<file path="config.mk">
export PLATFORM = sky130hd
export DESIGN_NAME = bloco_controle
export DESIGN_NICKNAME = d
export VERILOG_FILES = /design/src/rtl/bloco_controle.sv
export SDC_FILE = /design/constraint.sdc
export NUM_CORES = 1
export LEC_CHECK = 0
export ABC_AREA = 1
export CAP_MARGIN = 20
export CORE_AREA = 3 3 46 48
export DETAILED_ROUTE_END_ITERATION = 8
export DIE_AREA = 0 0 49 51
export PLACE_DENSITY_LB_ADDON = 0.05
export SLEW_MARGIN = 20
export SYNTH_ARGS = -nofsm -noshare
export SYNTH_HDL_FRONTEND = slang
export SYNTH_SLANG_ARGS = --single-unit
</file>
<file path="constraint.sdc">
create_clock -name clk -period 1.2 [get_ports clk]
set_input_delay 0.24 -clock clk [delete_from_list [all_inputs] [get_ports clk]]
set_output_delay 0.24 -clock clk [all_outputs]
set_load 0.03 [all_outputs]
</file>
<file path="src/rtl/bloco_controle.sv">
// Traffic-light controller for a pedestrian crossing with a night blink mode.
// Drives the timer datapath (load/clear) and the vehicle/pedestrian lamps.
module bloco_controle #(
    parameter int N_PISCA = 8
) (
    input  logic       clk,
    input  logic       rst,
    input  logic       botao,
    input  logic       noturno,
    input  logic       fim_7s,
    input  logic       fim_5s,
    input  logic       fim_05s,
    output logic       load_Reg7s,
    output logic       load_Reg5s,
    output logic       load_Reg05s,
    output logic       clear_Reg7s,
    output logic       clear_Reg5s,
    output logic       clear_Reg05s,
    output logic       car_verde,
    output logic       car_amarelo,
    output logic       car_vermelho,
    output logic       ped_verde,
    output logic       ped_vermelho,
    output logic [2:0] estado,
    output logic       pedido_pendente
);

    typedef enum logic [2:0] {
        INIT     = 3'd0,
        VERDE    = 3'd1,
        AMARELO  = 3'd2,
        VERMELHO = 3'd3,
        PISCA    = 3'd4,
        NOTURNO  = 3'd5
    } state_t;

    localparam logic [3:0] N_LIM = 4'(N_PISCA);

    state_t     state;
    logic       pisca_on;
    logic [3:0] blink_cnt;
    logic [3:0] blink_next;

    assign blink_next = blink_cnt + 4'd1;
    assign estado     = state;

    // State, blink flag, blink counter and latched pedestrian request.
    always_ff @(posedge clk or posedge rst) begin
        if (rst) begin
            state           <= INIT;
            pisca_on        <= 1'b0;
            blink_cnt       <= 4'd0;
            pedido_pendente <= 1'b0;
        end else begin
            case (state)
                INIT: state <= VERDE;
                VERDE: begin
                    if (noturno) begin
                        state    <= NOTURNO;
                        pisca_on <= 1'b1;
                    end else if (fim_7s && pedido_pendente) begin
                        state <= AMARELO;
                    end
                end
                AMARELO: begin
                    if (fim_5s) state <= VERMELHO;
                end
                VERMELHO: begin
                    if (fim_7s) begin
                        state     <= PISCA;
                        pisca_on  <= 1'b1;
                        blink_cnt <= 4'd0;
                    end
                end
                PISCA: begin
                    if (fim_05s) begin
                        pisca_on <= ~pisca_on;
                        if (blink_next == N_LIM) begin
                            state     <= VERDE;
                            blink_cnt <= 4'd0;
                        end else begin
                            blink_cnt <= blink_next;
                        end
                    end
                end
                NOTURNO: begin
                    if (!noturno) state <= INIT;
                    else if (fim_05s) pisca_on <= ~pisca_on;
                end
                default: state <= INIT;
            endcase

            // Entering VERMELHO serves the request, so its clear beats a new press.
            if (state == AMARELO && fim_5s)
                pedido_pendente <= 1'b0;
            else if (botao && (state == INIT || state == VERDE || state == AMARELO))
                pedido_pendente <= 1'b1;
        end
    end

    always_comb begin
        load_Reg7s   = 1'b0;
        load_Reg5s   = 1'b0;
        load_Reg05s  = 1'b0;
        clear_Reg7s  = 1'b0;
        clear_Reg5s  = 1'b0;
        clear_Reg05s = 1'b0;
        car_verde    = 1'b0;
        car_amarelo  = 1'b0;
        car_vermelho = 1'b0;
        ped_verde    = 1'b0;
        ped_vermelho = 1'b0;
        case (state)
            INIT: begin
                car_vermelho = 1'b1;
                ped_vermelho = 1'b1;
                clear_Reg7s  = 1'b1;
                clear_Reg5s  = 1'b1;
                clear_Reg05s = 1'b1;
            end
            VERDE: begin
                car_verde    = 1'b1;
                ped_vermelho = 1'b1;
                load_Reg7s   = 1'b1;
                clear_Reg7s  = noturno | (fim_7s & pedido_pendente);
                clear_Reg05s = noturno;
            end
            AMARELO: begin
                car_amarelo  = 1'b1;
                ped_vermelho = 1'b1;
                load_Reg5s   = 1'b1;
                clear_Reg5s  = fim_5s;
            end
            VERMELHO: begin
                car_vermelho = 1'b1;
                ped_verde    = 1'b1;
                load_Reg7s   = 1'b1;
                clear_Reg7s  = fim_7s;
                clear_Reg05s = fim_7s;
            end
            PISCA: begin
                car_vermelho = 1'b1;
                ped_vermelho = pisca_on;
                load_Reg05s  = 1'b1;
                clear_Reg05s = fim_05s;
            end
            NOTURNO: begin
                car_amarelo  = pisca_on;
                load_Reg05s  = 1'b1;
                clear_Reg05s = fim_05s;
            end
            // Illegal codes look like INIT for the single cycle before recovery.
            default: begin
                car_vermelho = 1'b1;
                ped_vermelho = 1'b1;
                clear_Reg7s  = 1'b1;
                clear_Reg5s  = 1'b1;
                clear_Reg05s = 1'b1;
            end
        endcase
    end

endmodule
</file>
### Word level (Yosys, flattened, before mapping)

Index checks and enable logic that the tools add are counted.

* RAM bits: 0
* logic and storage cells: 70
* bits in read-only memories: 0
* flip-flop bits (word level): 9
* memories: 0
* bits in latches: 0

* reductions and logical operators: 18
* div/mod/pow operators: 0
* eq/ne operators: 14
* $mul: 0
* shifts and indexed selects: 0
* bitwise logic cells: 3
* multiplexer cells: 30
* magnitude comparators: 0
* add/sub/neg operators: 1

Operators with widths (number)
* $mux 3: 7
* $pmux 3 s6: 1
* $ne 2x2->1 const B: 7
* $mux 1: 12
* $mux 4: 3
* $pmux 1 s4: 2
* $pmux 4 s2: 1
* $eq 3x2->1 const B: 2
* $eq 3x3->1 const B: 2
* $pmux 1 s2: 3
* $reduce_and 6->1: 1
* $reduce_or 2->1: 3
* $reduce_or 3->1: 2
* $add 4x1->4 const B: 1
* $eq 4x4->1 const B: 1
* $reduce_and 4->1: 1
* $reduce_bool 2->1: 2
* $reduce_bool 4->1: 1
* $reduce_or 4->1: 1
* $eq 3x1->1 const B: 1
* $logic_and 1x1->1: 3
* $logic_not 3->1: 1
* $ne 3x3->1 const B: 1
* $pmux 1 s3: 1
* other kinds (5): 6

### Longest topological paths before layout

* depth after elaboration: 6
* gate-level depth with buffers: 10

### Least setup slack after synthesis

No wires, ideal clock.

* path kind: register to output
* from: register state[0] (netlist: estado[0])
* to: output clear_Reg7s
* arrival time: 2.098 ns
* buffers on the path: 1
* slack: -1.138 ns
* cell stages (with the launch flop): 6
* required time: 0.960 ns
* path through: dfrtp_1 > buf_4 > inv_1 > nor2_1 > nand2_1 > o21ai_0

* cells in the longest elaborated chain, start to end: 3
* elaborated cells between the ends (all ways): 7
* those cells by class: eq/ne: 5; mux: 1; reduce/logical: 1

RTL lines
* start, declared: line 39 `state_t state;`
* start signal, assigned: line 50 `state <= INIT;`
* start signal, assigned: line 56 `INIT: state <= VERDE;`
* start signal, assigned: line 59 `state <= NOTURNO;`
* $eq 3x2->1 / $eq 3x3->1 (equally long branches): line 113 `case (state)`
* $reduce_or 3->1 (no source line)
* $pmux 1 s3 *: line 113
* end, declared: line 16 `output logic clear_Reg7s,`

Mark *: on every way between the ends. The rest lies on a longest branch, timed or not.

### Worst setup path after layout

* from: register state[2] (netlist: estado[2])
* to: output clear_Reg7s

Same word-level chain as after synthesis.

==> out/results.txt <==
Status - finished with violations
Failing checks - negative setup slack
GRT Util Overall - 22.1%
Gr ovfl total - 0
Crit-path max cell delay - 0.49 ns
Synth Area per Inst - 6.27 sq um
Initial antenna violation count - 0
Layout area overhead - 113%
Die height - 51 um
Max_cap viols - 0
Routed len/inst - 14.5 um
Worst EP arrival - 1.47 ns
Fin crit share - 143%
Final WS setup - -0.514 ns
Number of synthesized flops with an enable pin - 0
Max stage delay cell, worst path - dfrtp_2
Final setup fails - 23
Largest net degree at the start of global routing - 10
Startpoint types - flip-flop
CTS sink cnt - 9
I/O Pins - 22
Antenna diodes - 0
Worst reg-to-reg setup slack - -0.19 ns
Slew HR - 76.0%
Layout cells sized above 1 - 59.1%
First-pass GRT wire length - 4.31 mm
Maximum clock rate - 583 MHz
RSZ-0062 raised after global routing - yes
Initial DRC count - 27
Static Leakage - 0.747 nW
Synthesis-stage register bit count - 9
Final instance area - 1480 sq um
Syn Nets - 120
Place WS - -0.317 ns
R2R Path End - blink_cnt[3]
Critical path depth - 7
Die area - 2500 sq um
CP max FO - 6
DR pass1 iterations - 4
Clock transition at path regs - 0.06 ns
Die W - 49 um
Initial Util - 39.9%
Standard-cell rows - 15
Commonest non-fill, non-tap cell in the layout - buf_4
CTS tree - done
Vias - 1030
Inst Count DP - 184
Via/cell ratio - 5.12
CTS buffer count - 3
Worst hold path type - in2async
Core outline area - 1750 sq um
Placed cell area - 1160 sq um
Delay-heaviest family, CP - flip-flops
ANT nets after route - 0
WP buf/inv - 3
Commonest cells after routing, fill and taps aside - buf_4 (38), nand2_1 (22), buf_6 (18), inv_1 (14), nand2_2 (12)
Worst slew pin tran - 0.359 ns
CP endpoint kind - output pin
Number of remaining DRC errors - 0
Final slew viol count - 0
Synth cell types - 19
Post-Route Hold Slack - 0.239 ns
Reg2Reg Depth - 8
Gate Count Post-Synth - 111
Main synth FF type - dfrtp_1
Clk root buf - clkbuf_4
Clk Latency, worst-skew pair - 0.27 ns
Async SR Flop Fraction - 100%
Critical R2R Launch - estado[2]
Post-Layout Cell Count - 201
VDD IR max - 0.00221 V
Clock Tree Buf Depth - 2
Fin. Hold Viols - 0
Post-Route WL - 2.91 mm
Post-synthesis sequential area ratio - 32.4%
Max Clock Skew - 0.00259 ns
Vias in the first global route - 1015
HPWL after detailed placement - 1.77 mm
WP data required - 0.96 ns
Final nets - 186
Crit-path cells - buf_6 -> nor2_4 -> nand2_2 -> nand2_2 -> inv_4 -> o21ai_4 -> buf_6
Cell Area, Synth - 696 sq um
Routability cong. - 0.889
CTS H-Tree Depth - 1
Post-layout min period - 1.71 ns
YS warnings - 0
PortBufs - 21
Kind of critical path - reg2out
Power Dens Cells - 2930 nW/um^2
==> layer usage <==
metal  GRT usage, %  share of wire, %
met1           25.0                39
met2           40.5                52
met3           4.96               5.8
met4           8.53               3.1
met5              0                 0
==> state kept, by name (all words and copies together) (netlist names) <==
name and count:
pedido_pendente 1, pisca_on 1, blink_cnt 4, estado 3
==> repair_timing <==
action	in CTS	in global routing
setup buffers	5	9
resized for setup	23	34
hold buffers	0	0
setup endpoints to repair	23	23
pin swaps	4	15
==> area by class of cell <==
type / count / area (sq um)
clock buffers: 4 / 26.3
fillers: 96 / 263
inverters: 19 / 78.8
multi-input cells: 82 / 569
flip-flops and latches: 9 / 229
well taps: 25 / 31.3
repair buffers: 62 / 548
==> worst reg2reg max path: cells and delay by family, from the launching register on <==
kind | cells | cell delay, ns
and+or+nand+nor | 5 | 0.43
AOI/OAI and AO/OA | 1 | 0.10
buffers and inverters | 2 | 0.29
DFF | 1 | 0.49
==> through the flow <==
stage	setup TNS (ns)	power [mW]	util [%]
final	-6.41	4.34	84.9
after global routing	-7.72	4.62	84.9
after CTS	-5.57	3.83	74.7
after detailed placement	-3.09	3.25	66.7
after global placement	-2.90	3.22	66.7
after floorplan	-4.69	2.14	-
==> power breakdown <==
group / switching (mW) / internal (mW) / total, mW
clock: 0.118 / 0.129 / 0.247
sequential: 0.220 / 0.446 / 0.666
combinational: 1.84 / 1.59 / 3.43
total: 2.17 / 2.16 / 4.34
==> Yosys cell counts (2+ instances only) <==
cell	count	area [sq um]
nand2_1	36	135
inv_1	16	60.1
nand3_1	14	70.1
nor2_1	11	41.3
dfrtp_1	9	225
o21ai_0	7	35.0
inv_2	3	11.3
ha_1	2	25.0
nand2_2	2	12.5
nor2_2	2	12.5
==> cells by family after synthesis <==
logic type               after synthesis  synth area share, %
AO/OA/AOI/OAI                         11                 8.45
AND/OR/NAND/NOR                       69                 44.2
buffers and inverters                 20                 11.3
flip-flops                             9                 32.4
adder cells (fa/ha/maj)                2                 3.60
==> worst max path at each step <==
stage              start           end  slack, ns
6_report       estado[2]   clear_Reg7s      -0.51
5_1_grt        estado[0]  clear_Reg05s      -0.57
4_1_cts        estado[1]  clear_Reg05s      -0.48
3_5_place_dp      fim_7s   clear_Reg7s      -0.32
3_3_place_gp      fim_7s   clear_Reg7s      -0.29
2_1_floorplan  estado[1]  clear_Reg05s      -0.50
(Power assumes the default switching activity.)
